File: src/rtl/text_mode_pixel_pipe.sv
// rtl/text_mode_pixel_pipe.sv - 640x480 text-mode raster generator with 3-stage VRAM/font pixel pipeline
module text_mode_pixel_pipe #(
    parameter int H_ACTIVE     = 640,
    parameter int H_SYNC_START = 656,
    parameter int H_SYNC_END   = 752,
    parameter int H_TOTAL      = 800,
    parameter int V_ACTIVE     = 480,
    parameter int V_SYNC_START = 490,
    parameter int V_SYNC_END   = 492,
    parameter int V_TOTAL      = 525
) (
    input  logic        Clk,
    input  logic        reset_rtl_0,
    output logic [9:0]  vram_addr,
    input  logic [31:0] vram_rdata,
    output logic [10:0] font_addr,
    input  logic [7:0]  font_rdata,
    input  logic [11:0] fg_rgb,
    input  logic [11:0] bg_rgb,
    output logic [3:0]  red,
    output logic [3:0]  green,
    output logic [3:0]  blue,
    output logic        hsync,
    output logic        vsync,
    output logic        vde
);

    logic [9:0]  hc_q, hc_d, vc_q, vc_d;
    logic        s0_hs, s0_vs, s0_de;
    logic [4:0]  s1_hc_q;
    logic [3:0]  s1_vrow_q;
    logic        s1_hs_q, s1_vs_q, s1_de_q;
    logic [7:0]  s1_char;
    logic [2:0]  s2_hc_q;
    logic        s2_inv_q, s2_hs_q, s2_vs_q, s2_de_q;
    logic        s2_pix;
    logic [11:0] rgb_q, rgb_d;
    logic        hsync_q, vsync_q, vde_q;

    always_comb begin
        hc_d = hc_q + 10'd1;
        vc_d = vc_q;
        if (hc_q == 10'(H_TOTAL - 1)) begin
            hc_d = 10'd0;
            vc_d = (vc_q == 10'(V_TOTAL - 1)) ? 10'd0 : vc_q + 10'd1;
        end
    end

    assign s0_hs = ~((hc_q >= 10'(H_SYNC_START)) && (hc_q < 10'(H_SYNC_END)));
    assign s0_vs = ~((vc_q >= 10'(V_SYNC_START)) && (vc_q < 10'(V_SYNC_END)));
    assign s0_de = (hc_q < 10'(H_ACTIVE)) && (vc_q < 10'(V_ACTIVE));

    // 20 words per text row: row*20 = row*16 + row*4, no multiplier needed
    assign vram_addr = {1'b0, vc_q[8:4], 4'b0000}
                     + {3'b000, vc_q[8:4], 2'b00}
                     + {5'b00000, hc_q[9:5]};

    assign s1_char = vram_rdata[{s1_hc_q[4:3], 3'b000} +: 8];

    // Gated so the ROM sees row 0 of glyph 0 while the VRAM word is still arbitrary in reset
    assign font_addr = reset_rtl_0 ? {s1_char[6:0], s1_vrow_q} : 11'h000;

    assign s2_pix = font_rdata[3'd7 - s2_hc_q] ^ s2_inv_q;
    assign rgb_d  = s2_de_q ? (s2_pix ? fg_rgb : bg_rgb) : 12'h000;

    always_ff @(posedge Clk or negedge reset_rtl_0) begin
        if (!reset_rtl_0) begin
            hc_q      <= 10'd0;
            vc_q      <= 10'd0;
            s1_hc_q   <= 5'd0;
            s1_vrow_q <= 4'd0;
            s1_hs_q   <= 1'b1;
            s1_vs_q   <= 1'b1;
            s1_de_q   <= 1'b0;
            s2_hc_q   <= 3'd0;
            s2_inv_q  <= 1'b0;
            s2_hs_q   <= 1'b1;
            s2_vs_q   <= 1'b1;
            s2_de_q   <= 1'b0;
            rgb_q     <= 12'h000;
            hsync_q   <= 1'b1;
            vsync_q   <= 1'b1;
            vde_q     <= 1'b0;
        end else begin
            hc_q      <= hc_d;
            vc_q      <= vc_d;
            s1_hc_q   <= hc_q[4:0];
            s1_vrow_q <= vc_q[3:0];
            s1_hs_q   <= s0_hs;
            s1_vs_q   <= s0_vs;
            s1_de_q   <= s0_de;
            s2_hc_q   <= s1_hc_q[2:0];
            s2_inv_q  <= s1_char[7];
            s2_hs_q   <= s1_hs_q;
            s2_vs_q   <= s1_vs_q;
            s2_de_q   <= s1_de_q;
            rgb_q     <= rgb_d;
            hsync_q   <= s2_hs_q;
            vsync_q   <= s2_vs_q;
            vde_q     <= s2_de_q;
        end
    end

    assign red   = rgb_q[11:8];
    assign green = rgb_q[7:4];
    assign blue  = rgb_q[3:0];
    assign hsync = hsync_q;
    assign vsync = vsync_q;
    assign vde   = vde_q;

endmodule

File: config.mk
export PLATFORM = sky130hd
export DESIGN_NAME = text_mode_pixel_pipe
export DESIGN_NICKNAME = d
export VERILOG_FILES = /design/src/rtl/text_mode_pixel_pipe.sv
export SDC_FILE = /design/constraint.sdc
export NUM_CORES = 1
export LEC_CHECK = 0
export CELL_PAD_IN_SITES_DETAIL_PLACEMENT = 0
export CELL_PAD_IN_SITES_GLOBAL_PLACEMENT = 2
export CORE_UTILIZATION = 25
export CTS_CLUSTER_DIAMETER = 100
export CTS_CLUSTER_SIZE = 16
export DETAILED_ROUTE_END_ITERATION = 8
export GPL_ROUTABILITY_DRIVEN = 0
export GPL_TIMING_DRIVEN = 0
export PLACE_DENSITY_LB_ADDON = 0.1
export SYNTH_ARGS = -nofsm -noshare
export SYNTH_HDL_FRONTEND = slang
export SYNTH_SLANG_ARGS = --single-unit
export TNS_END_PERCENT = 30
File: constraint.sdc
create_clock -name Clk -period 2.5 [get_ports Clk]
set_input_delay 0.5 -clock Clk [delete_from_list [all_inputs] [get_ports Clk]]
set_output_delay 0.5 -clock Clk [all_outputs]
set_load 0.005 [all_outputs]
==> reports/summary.txt, run 1 <==
Max clock buf depth -> 2
Req. time, crit path -> 2.00 ns
vias per inst -> 4.595
synth top area cells -> dfrtp_1 (41%), mux4_2 (7.7%), ha_1 (6.0%)
Slew @ Worst Pin -> 0.5235 ns
Fin. Hold Viols -> 0
Die Ht -> 110.1 µm
DR pass1 iterations -> 4
critical path class -> flop to output pin
vias -> 2449
Period minus WS final -> 2.968 ns
ANT cells -> 0
clock sinks -> 54
top_reg_cell synth -> dfrtp_1
dpl hpwl -> 5.754 mm
Final period util -> 118.7%
placed insts -> 516
latest clock arrival within the worst-skew pair -> 0.29 ns
GR Overflow Total -> 0
initial antenna violation count -> 0
Leak -> 1.999 nW
Ys Warns -> 0
CP peak stage delay -> 0.55 ns
die area -> 12130 µm²
share of layout cells above drive strength 1 -> 16.92%
fin util -> 38.59%
Worst path slowest cell -> fa_1
final wirelength -> 7.996 mm
antenna viol nets, final -> 0
failing checks -> setup timing
CTS Buf Count -> 5
clk slew on worst S/H paths -> 0.08 ns
DRC -> 0
Slew Limit Fails -> 0
WP data arrival -> 2.47 ns
HP Class -> input pin to async pin
IR drop worst, VDD -> 242.7 µV
Crit Path Max Fanout -> 2
core area -> 11420 µm²
top cells by count, synth -> dfrtp_1 (48), nand2_1 (28), a21oi_1 (16), and3_1 (16), inv_1 (16)
crit path launch type -> flop
CP cell instances -> inv_2 > fa_1 > inv_2 > buf_4 > fa_2 > a21o_1 > a21oi_2 > buf_4 > xnor2_2 > buf_2
Syn Area/Cell -> 10.79 µm²
IO Pins -> 102
number of synthesized flops with an enable pin -> 0
Area Growth Syn to Fin -> 50.77%
H-Tree Depth -> 2
Tot Pwr -> 0.001885 W
number of global-route vias before repair -> 2423
synthesized instance count -> 271
PwrDens -> 427.7 nW/µm²
CTS tree -> built
cell taking the most area after synthesis -> dfrtp_1
Initial Util -> 25.60%
first-pass GRT wire length -> 12.51 mm
root buf cell -> clkbuf_16
Finished Layout Cells -> 533
asr flop ratio synth -> 100.0%
hold_buf cts -> 0
final worst slack -> -0.4682 ns
FMAX -> 336.9 MHz
Max Cap Viol -> 0
Final nets -> 471
clock skew -> 0.01196 ns
Cell Rows -> 39
outcome -> finished with violations
sequential-to-total area share from yosys stat -> 46.49%
Chip Width -> 110.1 µm
RSZ-0062 raised after global routing -> yes
maximum number of pins on one net before global-route repair -> 40
Synth top area share -> 41.10%
Iteration-0 DRC Markers -> 78
Routed WL per cell -> 15.00 µm
register bit total from synthesis -> 54
mapped cell area -> 2923 µm²
Slew headroom -> 65.10%
Syn Nets -> 353
final count of negative-setup-slack endpoints -> 6
CP endpoint kind -> output pin
Distinct cells, synth -> 41
gr usage total -> 13.56%
most frequent cell after synthesis -> dfrtp_1
port buffer count -> 101
final timing paths:
| check | startpoint | to | depth (start not counted) | slack (ns) |
|---|---|---|---|---|
| worst max-delay path | hc_q[9] | vram_addr[7] | 10 | -0.47 |
| worst min-delay path | reset_rtl_0 | rgb_q[1] | 1 | 0.11 |
| worst max register to register | hc_q[0] | vc_q[8] | 7 | 0.44 |
| worst min register to register | s1_hc_q[0] | s2_hc_q[0] | 0 | 0.35 |
| max in group asynchronous | reset_rtl_0 | s1_vs_q | 2 | 1.84 |
| min in group Clk | s1_hc_q[0] | s2_hc_q[0] | 0 | 0.35 |
cells by family (layout without fill, tap and decap cells):
group / count (synthesis) / after routing / synth area share (%)
mux: 13 / 13 / 9.161
simple gates: 100 / 100 / 18.07
xor+xnor: 13 / 13 / 3.896
fa+ha+maj: 16 / 16 / 7.363
compound gates: 45 / 45 / 10.53
buf+inv: 30 / 149 / 4.495
flops: 54 / 54 / 46.49
flip-flops by register name (all words and copies together) (netlist names), 3 cells and up:
register	flops
rgb_q	12
hc_q	10
vc_q	10
s1_hc_q	5
s1_vrow_q	4
s2_hc_q	3
critical path, delay by kind of cell (launching register included):
family,cells,cell delay (ns)
buffers and inverters,5,0.51
xor gates and xnor gates,1,0.09
adders and majority gates,2,0.88
AOI/OAI and AO/OA,2,0.33
DFF,1,0.37
placed cells by master (no fill, tap or decap), types with 2 or more instances in the layout:
cell / Yosys / routed
a21o_1: 3 / 3
a21oi_1: 16 / 13
a21oi_2: 0 / 3
a311o_1: 11 / 11
and2_1: 14 / 14
and3_1: 16 / 16
buf_12: 0 / 2
buf_2: 3 / 8
buf_4: 4 / 13
clkbuf_1: 7 / 6
clkbuf_16: 0 / 5
clkdlybuf4s50_1: 0 / 90
dfrtp_1: 48 / 45
dfrtp_2: 0 / 3
dfstp_2: 6 / 6
dlymetal6s2s_1: 0 / 4
ha_1: 14 / 12
inv_1: 16 / 13
inv_2: 0 / 3
inv_6: 0 / 3
mux2i_1: 2 / 2
mux4_2: 10 / 10
nand2_1: 28 / 28
nand3_1: 11 / 11
nand4_1: 8 / 8
nor2_1: 9 / 9
nor2b_1: 2 / 2
nor3_1: 4 / 4
o21ai_0: 2 / 2
o21ai_1: 5 / 5
xnor2_1: 9 / 7
xnor2_2: 0 / 2
xor2_1: 4 / 4
layout make-up:
class | instances | area [µm²]
Clock inverter | 3 | 26.28
Inverter | 16 | 60.06
Clock buffer | 5 | 125.1
Tap cell | 143 | 178.9
Timing Repair Buffer | 111 | 1076
Fill cell | 1182 | 7012
Buffer | 14 | 87.58
Sequential cell | 54 | 1363
Multi-Input combinational cell | 187 | 1490
per-layer routing:
metal  vias up  wire (µm)  GRT usage [%]
met2        61       3718          21.92
li1       1207          -              -
met5         -          0              0
met4         0         70          3.759
met1      1177       3789          18.59
met3         4        417          2.410
power breakdown:
part           internal (W)  total (W)  switching, W
logic              0.000176   0.000268     0.0000927
registers          0.000893   0.000899    0.00000618
clock network      0.000383   0.000717      0.000334
repair_timing:
item | CTS | global route
resized for setup | 35 | 13
endpoints found under the setup margin | 13 | 17
pin swaps | 5 | 3
setup buffers | 7 | 2
stage by stage:
step	hold slack (ns)	setup WS, ns	TNS [ns]	area, µm²
2_1_floorplan	0.2044	-0.03792	-0.03792	2929
3_3_place_gp	0.3335	-2.019	-71.45	4119
3_5_place_dp	0.3347	-0.7257	-2.841	4134
4_1_cts	0.1571	-0.5016	-1.933	4349
5_1_grt	0.1123	-0.5560	-2.428	4407
6_report	0.1087	-0.4682	-1.888	4407
(Power assumes the default switching activity.)
==> run 2: changes to the inputs <==
==> config.mk (replaced) <==
export PLATFORM = sky130hd
export DESIGN_NAME = text_mode_pixel_pipe
export DESIGN_NICKNAME = d
export VERILOG_FILES = /design/src/rtl/text_mode_pixel_pipe.sv
export SDC_FILE = /design/constraint.sdc
export NUM_CORES = 1
export LEC_CHECK = 0
export ABC_AREA = 1
export CORE_UTILIZATION = 41
export CTS_CLUSTER_DIAMETER = 100
export CTS_CLUSTER_SIZE = 16
export DETAILED_ROUTE_END_ITERATION = 8
export GPL_ROUTABILITY_DRIVEN = 0
export GPL_TIMING_DRIVEN = 0
export PLACE_DENSITY = 0.76
export SYNTH_ARGS = -nofsm -noshare
export SYNTH_HDL_FRONTEND = slang
export SYNTH_SLANG_ARGS = --single-unit
export TNS_END_PERCENT = 30
==> reports/summary.txt, run 2 <==
gr usage total -> 19.64% (+6.1 points)
cell taking the most area after synthesis -> dfrtp_1
CTS tree -> built
Initial Util -> 43.28% (+18 points)
Chip Width -> 87.39 µm (-21%)
latest clock arrival within the worst-skew pair -> 0.30 ns (about the same)
number of global-route vias before repair -> 2712 (+12%)
HP Class -> input pin to async pin
Leak -> 2.178 nW (+8.9%)
first-pass GRT wire length -> 11.85 mm (-5.3%)
Crit Path Max Fanout -> 2 (unchanged)
Slew @ Worst Pin -> 0.3187 ns (-0.2048 ns)
commonest non-fill, non-tap cells in the layout -> clkdlybuf4s50_1 (93), nor2_1 (67), inv_1 (54), nand2_1 (50), dfrtp_1 (47)
IR drop worst, VDD -> 301.9 µV (+24%)
critical path class -> flop to output pin
Ys Warns -> 0 (unchanged)
root buf cell -> clkbuf_8
Fin. Hold Viols -> 0 (unchanged)
IO Pins -> 102 (unchanged)
Final period util -> 115.3% (-3.5 points)
Post-Synth Simple-Gate Area -> 25.83% (+7.8 points)
Period minus WS final -> 2.882 ns (-0.08655 ns)
vias -> 2817 (+15%)
H-Tree Depth -> 2 (unchanged)
initial antenna violation count -> 0 (unchanged)
Distinct cells, synth -> 30 (-27%)
largest family of logic cells by synthesized area -> simple AND/OR/NAND/NOR gates
hold_buf cts -> 0 (unchanged)
GR Overflow Total -> 0 (unchanged)
Cell Rows -> 30 (-23%)
fill count -> 602 (-49%)
clock sinks -> 54 (unchanged)
RSZ-0062 raised after global routing -> yes
mapped cell area -> 2989 µm² (+2.3%)
Max clock buf depth -> 2 (unchanged)
Synth Area in Adders -> 7.200% (-0.16 points)
Synth top area share -> 40.18% (-0.91 points)
DRC -> 0 (unchanged)
crit path launch type -> flop
Tot Pwr -> 0.001622 W (-14%)
CTS Buf Count -> 5 (unchanged)
vias per inst -> 4.775 (+3.9%)
Area Growth Syn to Fin -> 45.75%
WP data arrival -> 2.38 ns (-0.09 ns)
Slew headroom -> 78.59% (+13 points)
port buffer count -> 101 (unchanged)
synthesized instance count -> 374 (+38%)
Slew Limit Fails -> 0 (unchanged)
final wirelength -> 7.117 mm (-11%)
top cells by count, synth -> nor2_1 (67), inv_1 (59), nand2_1 (51)
Max Cap Viol -> 0 (unchanged)
Routed WL per cell -> 12.06 µm (-20%)
share of layout cells above drive strength 1 -> 14.98% (-1.9 points)
Syn Nets -> 456 (+29%)
dpl hpwl -> 5.365 mm (-6.8%)
largest registers -> rgb_q (12), hc_q (10), vc_q (10)
maximum number of pins on one net before global-route repair -> 33 (-18%)
final count of negative-setup-slack endpoints -> 5 (-1)
commonest non-fill, non-tap cell in the layout -> clkdlybuf4s50_1
compound-cell area share of the yosys netlist -> 8.162% (-2.4 points)
max reg flops -> 12 (unchanged)
CP endpoint kind -> output pin
failing checks -> setup timing
core area -> 6907 µm² (-40%)
top_reg_cell synth -> dfrtp_1
worst hold slack -> 0.04144 ns (-0.06731 ns)
register bank with the most flops -> rgb_q
most frequent cell after synthesis -> nor2_1
antenna viol nets, final -> 0 (unchanged)
PwrDens -> 372.3 nW/µm² (-13%)
outcome -> finished with violations
Die Ht -> 87.39 µm (-21%)
clock skew -> 0.005678 ns (-0.006279 ns)
mux cell area share after synthesis -> 0% (-9.2 points)
register bit total from synthesis -> 54 (unchanged)
sequential-to-total area share from yosys stat -> 45.46% (-1.0 points)
Iteration-0 DRC Markers -> 149 (+91%)
final worst slack -> -0.3816 ns (+0.08655 ns)
number of synthesized flops with an enable pin -> 0 (unchanged)
asr flop ratio synth -> 100.0% (unchanged)
clk slew on worst S/H paths -> 0.09 ns (about the same)
Post-Synth XOR/XNOR Area -> 2.637% (-1.3 points)
Req. time, crit path -> 2.00 ns (about the same)
Final nets -> 575 (+22%)
DR pass1 iterations -> 7 (+3)
die area -> 7636 µm² (-37%)
ANT cells -> 0 (unchanged)
synth top area cells -> dfrtp_1 (40%), nor2_1 (8.4%), inv_1 (7.4%)
FMAX -> 347.0 MHz (+3.0%)
Syn Area/Cell -> 7.992 µm² (-26%)
[run 2: cell types whose count changed in the layout (fill, tap and decap cells not counted), moves of 6 or more]
cell / previous run / this run
buf_6: 0 / 7
nand3_1: 11 / 28
nor2_1: 9 / 67
nand3_2: 0 / 6
inv_1: 13 / 54
xnor2_1: 7 / 1
and3_1: 16 / 0
nand2_1: 28 / 50
mux4_2: 10 / 0
and2_1: 14 / 0
o21ai_0: 2 / 23
a311o_1: 11 / 0
[run 2: what timing repair did]
action	CTS	global route
resized for setup	41	12
hold endpoints to repair	0	0
setup endpoints to repair	13	13
buffers inserted	9	1
pin swaps	10	9
[run 2: power by group]
group / switching, W / internal, W / leakage (nW)
Clock: 0.000274 / 0.000200 / 0.0456
Sequential: 0.00000480 / 0.000892 / 0.652
Combinational: 0.0000894 / 0.000162 / 1.48
[run 2: logic make-up after synthesis]
kind of cell	after synthesis
XOR/XNOR	9
AO/OA/AOI/OAI	47
buffers and inverters	74
adder cells (fa/ha/maj)	16
flip-flops	54
AND/OR/NAND/NOR	174
[run 2: final cells by class]
class / instances / area (µm²) / area share (%)
clock inverter: 2 / 13.76 / 0.3159
buffer: 12 / 105.1 / 2.412
sequential: 54 / 1360 / 31.22
inverter: 62 / 232.7 / 5.342
clock buffer: 6 / 72.57 / 1.666
tap: 96 / 120.1 / 2.757
timing repair buffer: 112 / 1080 / 24.78
multi-input combinational: 246 / 1373 / 31.50
[run 2: path summary, 6_finish.rpt]
path                        startpoint  slack, ns  depth (start not counted)           end
hold / removal             reset_rtl_0       0.04                          1      rgb_q[0]
setup / recovery               vc_q[4]      -0.38                          9  vram_addr[7]
max in group asynchronous  reset_rtl_0       1.95                          2       s1_hs_q
min in group Clk            s1_hc_q[2]       0.36                          0    s2_hc_q[2]
hold reg to reg             s1_hc_q[2]       0.36                          0    s2_hc_q[2]
setup reg to reg               hc_q[1]       0.91                          8       vc_q[6]
[run 2: worst max-delay path: stages, from the launching register on]
cell	delay, ns
dfrtp_2	0.38
inv_2	0.05
fa_1	0.55
inv_2	0.05
fa_2	0.33
a21o_1	0.17
a21oi_2	0.14
buf_4	0.13
xor2_1	0.15
buf_2	0.13
[run 2: routing by layer]
metal  wire, µm  global-route usage [%]
met1       3136                   24.47
met4         79                   4.471
met2       3427                   34.45
met3        474                   4.645
met5          0                       0
[run 2: metrics by stage]
stage / setup TNS, ns / setup slack [ns] / util (%) / instances / area (µm²)
2_1_floorplan: 0 / 0.004291 / - / 374 / 2993
3_3_place_gp: -61.61 / -2.147 / 59.71 / 571 / 4124
3_5_place_dp: -3.632 / -0.6532 / 59.93 / 572 / 4139
4_1_cts: -1.399 / -0.4173 / 62.43 / 589 / 4312
5_1_grt: -1.956 / -0.5013 / 63.08 / 590 / 4357
6_report: -1.240 / -0.3816 / 63.08 / 590 / 4357
==> run 3: changes to the inputs <==
--- a/config.mk
+++ b/config.mk
@@ -6,6 +6,7 @@
 export NUM_CORES = 1
 export LEC_CHECK = 0
 export ABC_AREA = 1
+export CAP_MARGIN = 20
 export CORE_UTILIZATION = 41
 export CTS_CLUSTER_DIAMETER = 100
 export CTS_CLUSTER_SIZE = 16
==> results of run 3 <==
No change in the layout: final DEF, timing and power equal those of run 2.
